### src/rtl/esc_ping_scheduler.sv
// Round-robin ping scheduler for escalation senders: idles for a programmable
// wait, pings one sender at a time and flags senders that miss their timeout.
module esc_ping_scheduler #(
  parameter int N    = 4,
  parameter int CntW = 16
) (
  input  logic                 clk_i,
  input  logic                 rst_ni,
  input  logic                 en_i,
  input  logic [CntW-1:0]      wait_cyc_i,
  input  logic [CntW-1:0]      timeout_cyc_i,
  input  logic [N-1:0]         ping_ok_i,
  input  logic [N-1:0]         integ_fail_i,
  output logic [N-1:0]         ping_req_o,
  output logic                 ping_fail_o,
  output logic [$clog2(N)-1:0] fail_idx_o,
  output logic                 busy_o
);

  localparam int IdxW = $clog2(N);

  typedef enum logic [1:0] {
    StOff  = 2'b00,
    StWait = 2'b01,
    StPing = 2'b10
  } state_e;

  state_e            state_r, state_s;
  logic [CntW-1:0]   cnt_r, cnt_s;
  logic [IdxW-1:0]   idx_r, idx_s;
  logic [IdxW-1:0]   idx_inc_s;
  logic [N-1:0]      req_r, req_s;
  logic              fail_r, fail_s;
  logic [IdxW-1:0]   fidx_r, fidx_s;
  logic              busy_r, busy_s;
  logic              sel_ok_s, sel_integ_s;

  // Decoding through a mask keeps out-of-range indices harmless for non-power-of-2 N.
  function automatic logic [N-1:0] idx_onehot(input logic [IdxW-1:0] idx);
    logic [N-1:0] oh;
    oh = {N{1'b0}};
    for (int i = 0; i < N; i++) begin
      oh[i] = (idx == IdxW'(i));
    end
    return oh;
  endfunction

  assign sel_ok_s    = |(ping_ok_i & idx_onehot(idx_r));
  assign sel_integ_s = |(integ_fail_i & idx_onehot(idx_r));
  assign idx_inc_s   = (idx_r == IdxW'(N - 1)) ? {IdxW{1'b0}} : (idx_r + IdxW'(1));

  // Next-state, counter, index and pulse generation.
  always_comb begin
    state_s = state_r;
    cnt_s   = cnt_r;
    idx_s   = idx_r;
    fail_s  = 1'b0;
    fidx_s  = {IdxW{1'b0}};
    if (!en_i) begin
      state_s = StOff;
      cnt_s   = {CntW{1'b0}};
      idx_s   = {IdxW{1'b0}};
    end else begin
      case (state_r)
        StOff: begin
          state_s = StWait;
          cnt_s   = wait_cyc_i;
          idx_s   = {IdxW{1'b0}};
        end
        StWait: begin
          if (cnt_r == {CntW{1'b0}}) begin
            state_s = StPing;
            cnt_s   = timeout_cyc_i;
          end else begin
            cnt_s = cnt_r - CntW'(1);
          end
        end
        StPing: begin
          // A response beats an expiring timeout in the same cycle.
          if (sel_ok_s || sel_integ_s || (cnt_r == {CntW{1'b0}})) begin
            state_s = StWait;
            cnt_s   = wait_cyc_i;
            idx_s   = idx_inc_s;
            if (!sel_ok_s && !sel_integ_s) begin
              fail_s = 1'b1;
              fidx_s = idx_r;
            end else begin
              fail_s = 1'b0;
            end
          end else begin
            cnt_s = cnt_r - CntW'(1);
          end
        end
        default: begin
          state_s = StOff;
          cnt_s   = {CntW{1'b0}};
          idx_s   = {IdxW{1'b0}};
        end
      endcase
    end
    req_s  = (state_s == StPing) ? idx_onehot(idx_s) : {N{1'b0}};
    busy_s = (state_s == StPing);
  end

  // State and output registers.
  always_ff @(posedge clk_i or negedge rst_ni) begin
    if (!rst_ni) begin
      state_r <= StOff;
      cnt_r   <= {CntW{1'b0}};
      idx_r   <= {IdxW{1'b0}};
      req_r   <= {N{1'b0}};
      fail_r  <= 1'b0;
      fidx_r  <= {IdxW{1'b0}};
      busy_r  <= 1'b0;
    end else begin
      state_r <= state_s;
      cnt_r   <= cnt_s;
      idx_r   <= idx_s;
      req_r   <= req_s;
      fail_r  <= fail_s;
      fidx_r  <= fidx_s;
      busy_r  <= busy_s;
    end
  end

  assign ping_req_o  = req_r;
  assign ping_fail_o = fail_r;
  assign fail_idx_o  = fidx_r;
  assign busy_o      = busy_r;

endmodule

### config.mk
export PLATFORM = sky130hd
export DESIGN_NAME = esc_ping_scheduler
export DESIGN_NICKNAME = d
export VERILOG_FILES = /design/src/rtl/esc_ping_scheduler.sv
export SDC_FILE = /design/constraint.sdc
export NUM_CORES = 1
export LEC_CHECK = 0
export ABC_AREA = 1
export CORE_MARGIN = 5
export CORE_UTILIZATION = 34
export DETAILED_ROUTE_END_ITERATION = 12
export HOLD_SLACK_MARGIN = 0.05
export PLACE_DENSITY = 0.57
export SYNTH_ARGS = -nofsm -noshare
export SYNTH_HDL_FRONTEND = slang
export SYNTH_SLANG_ARGS = --single-unit
### constraint.sdc
create_clock -name clk_i -period 2 [get_ports clk_i]
set_input_delay 0.2 -clock clk_i [delete_from_list [all_inputs] [get_ports clk_i]]
set_output_delay 0.2 -clock clk_i [all_outputs]
set_load 0.02 [all_outputs]
==> summary.md <==
| Metric | Value |
|---|---|
| Area Growth Syn to Fin | 36.7% |
| Pins over their slew limit | 0 |
| GRT overflow | 0 |
| Syn Area/Cell | 6.79 sq um |
| Total number of vias | ~2,200 |
| Initial antenna violation count | 0 |
| Vias in the first global route | roughly 2,200 |
| Worst Setup Path Type | reg -> reg |
| First-pass GRT wire length | 10,300 um |
| Clock tree sinks | 28 |
| Largest net degree at the start of global routing | 29 |
| Critical Path Fanout Max | 6 |
| RSZ-0062 raised after global routing | true |
| Syn_nets | 379 |
| Via density | between 4 and 5 |
| First-pass iteration count of the detailed router | 4 |
| Reg power frac | roughly two fifths |
| Drt total wl | 6110 um |
| CP Capture Type | register |
| Synthesized area | 2210 sq um |
| R2R cell count | 12 |
| Crit-path most repeated cell | nand2_2 |
| CTS Buf Count | 3 |
| Post-DP HPWL | 4870 um |
| Initial Util | approximately a third |
| Antenna Cells | 0 |
| H-Tree Depth | 1 |
| GPL Wtd Cong | roughly 0.84 |
| Leak Pwr | 1.46 nW |
| 1st-iter DRT viols | roughly 100 |
| Buffers on Ports | 50 |
| Seq/Total Area, Yosys | between 30% and 40% |
| DRC viols | 0 |
| Gate Count Post-Synth | about 330 |
| Setup slack at placement | 0.0354 ns |
| Skew-Pair Late Insertion Delay | 0.28 ns |
| Peak supply drop | 0.263 mV |
| Core Region | 6350 sq um |
| I/O pin count | 51 |
| Clock power share | 27.6% |
| P per Cell Area | between 500 and 600 nW/um^2 |
| Reg clk slew, reported paths | about 0.10 ns |
| Rel. slew slack | around three quarters |
| Total GRT Usage | 15.0% |
| Final hold slack | a little over 0.3 ns |
| Gate power share | between 30 and 40% |
| Netlist cell types | 33 |
| Post-route insts no fill | between 400 and 500 |
| Number of synthesized register bits | 28 |
| CP arrival | ~2.1 ns |
| Die Height | 90.7 um |
| Setup WS post-layout | 0.0981 ns |
| Net Sw Power | roughly 530 uW |
| Fin nets | 441 |
| Reg2reg setup slack | slightly below 0.1 ns |
| WP buf/inv | 2 |
| Max_cap viols | 0 |
| Share of cells above drive strength 1 | 13.4% |
| RR Startpoint | idx_r[0] |
| Yosys top cell by area | dfrtp_1 |
| Tot Pwr | ~1.6 mW |
| Worst Path Required | 2.21 ns |
| Status | completed |
| Synth warn | 0 |
| Yosys top cell area share | between 30% and 40% |
| CTS tree | built |
| Drt wl/cell | between 10 and 15 um |
| Final worst-path cycle share | 95.1% |
| Hold Violations, Final | 0 |
| Max clock buf depth | 2 |
| Top cells by area, synth | dfrtp_1 (32%), nand2_1 (16%), nor2_1 (8.1%), nand3_1 (6.6%), ha_1 (5.7%) |
| CP max stage delay | about 0.44 ns |
| HP Class | in -> async |
| Die area | 8220 sq um |
| Fin Clk Skew | ~0.0074 ns |
| RR Endpoint | ping_req_o[1] |
| Crit path time final | approximately 1.9 ns |
| CP Cell Sequence | buf_4 -> ha_1 -> o21ai_1 -> nand2_2 -> nor2_8 -> buf_6 -> nand3_2 -> nand2_2 -> nand2_2 -> nor2_4 -> nand3_1 -> nor2_1 |
| Net Sw Frac | 32.3% |
| Chip width | between 90 and 100 um |
| Maximum operating frequency | roughly 530 MHz |
| Top delay family on crit path | simple AND/OR/NAND/NOR gates |
| # rows | 29 |
| Tightest Pin Transition | roughly 0.39 ns |
| Final setup fails | 0 |
| Antenna Nets Post-Route | 0 |
| Cell total after placement | 455 |
| Filler Cells Inserted | ~610 |
| Slowest library cell on the worst path | dfrtp_1 |
| Critical Path Start Type | register |
| CTS root buf | clkbuf_8 |
| Internal power | around 1.1 mW |
-- layout make-up --
class	instances	area [sq um]	area share, %
clock inverters	1	30.0	0.993
well taps	77	96.3	3.18
multi-input cells	257	1380	45.7
inverters	34	128	4.22
repair buffers	64	647	21.4
clock buffers	3	41.3	1.36
flip-flops and latches	28	701	23.2
-- synth_stat cells (all sizes together) --
library cell    n
a21boi          2
a21oi          11
a31oi           6
and2            1
buf             5
clkbuf          2
clkinv          1
dfrtp          28
ha             10
inv            33
nand2         103
nand3          32
nand3b          3
nand4           1
nor2           61
nor2b           1
nor3            4
o211ai          2
o21ai          10
or2             4
xnor2           4
xor2            2
-- timing repair --
| item | in CTS | in global routing |
|---|---|---|
| endpoints found under the hold margin | 0 | 0 |
| hold buffers | 0 | 0 |
| setup endpoints to repair | 0 | 16 |
| setup buffers | 0 | 5 |
| gates resized for setup | 0 | 13 |
-- layer usage --
metal	track usage [%]	share of wire (%)	up-vias
met5	0	0	-
met4	2.23	0.44	0
met2	26.6	50	42
li1	-	-	1151
met3	2.58	3.7	4
met1	19.3	46	1009
-- metrics by stage --
stage               utilization (%)  instance area, sq um  TNS (ns)
finish                         47.6                  3030         0
global route                   47.6                  3030   -0.0289
CTS                            46.1                  2930         0
global placement               45.0                  2860         0
detailed placement             45.0                  2860         0
floorplan                         -                  2210         0
-- placed cells by master (no fill, tap or decap), types with 9 or more instances in the layout --
cell type	count
a21oi_1	10
buf_4	10
clkdlybuf4s50_1	50
dfrtp_1	28
ha_1	9
inv_1	32
nand2_1	92
nand3_1	26
nor2_1	48
-- power groups by stage --
| stage | logic, mW | registers (mW) | clock network [mW] |
|---|---|---|---|
| 2_1_floorplan | 0.351 | 0.638 | 0 |
| 3_3_place_gp | 0.537 | 0.649 | 0 |
| 3_5_place_dp | 0.537 | 0.649 | 0 |
| 4_1_cts | 0.539 | 0.638 | 0.477 |
| 5_1_grt | 0.621 | 0.643 | 0.492 |
| 6_report | 0.549 | 0.637 | 0.453 |
-- worst max-delay path by stage --
stage	depth (start not counted)	from	to	slack, ns
2_1_floorplan	11	idx_r[0]	ping_req_o[2]	0.33
3_3_place_gp	11	idx_r[0]	ping_req_o[2]	0.11
3_5_place_dp	11	idx_r[0]	ping_req_o[1]	0.04
4_1_cts	11	idx_r[0]	ping_req_o[1]	0.008
5_1_grt	11	cnt_r[0]	cnt_r[0]	-0.02
6_report	12	idx_r[0]	ping_req_o[1]	0.1
-- flip-flops by register name, summed over array words and instances (netlist names) --
name         flops
ping_fail_o      1
busy_o           1
fail_idx_o       2
ping_req_o       4
idx_r            2
state_r          2
cnt_r           16
-- cell families after synthesis --
| kind of cell | count (synthesis) | share of synthesized area (%) |
|---|---|---|
| and+or+nand+nor | 210 | 44.4 |
| buffers and inverters | 41 | 7.91 |
| AOI/OAI and AO/OA | 31 | 7.97 |
| DFF | 28 | 31.7 |
| adders and majority gates | 10 | 5.65 |
| xor gates and xnor gates | 6 | 2.37 |
Note: power is estimated with default switching activity, not from simulation.
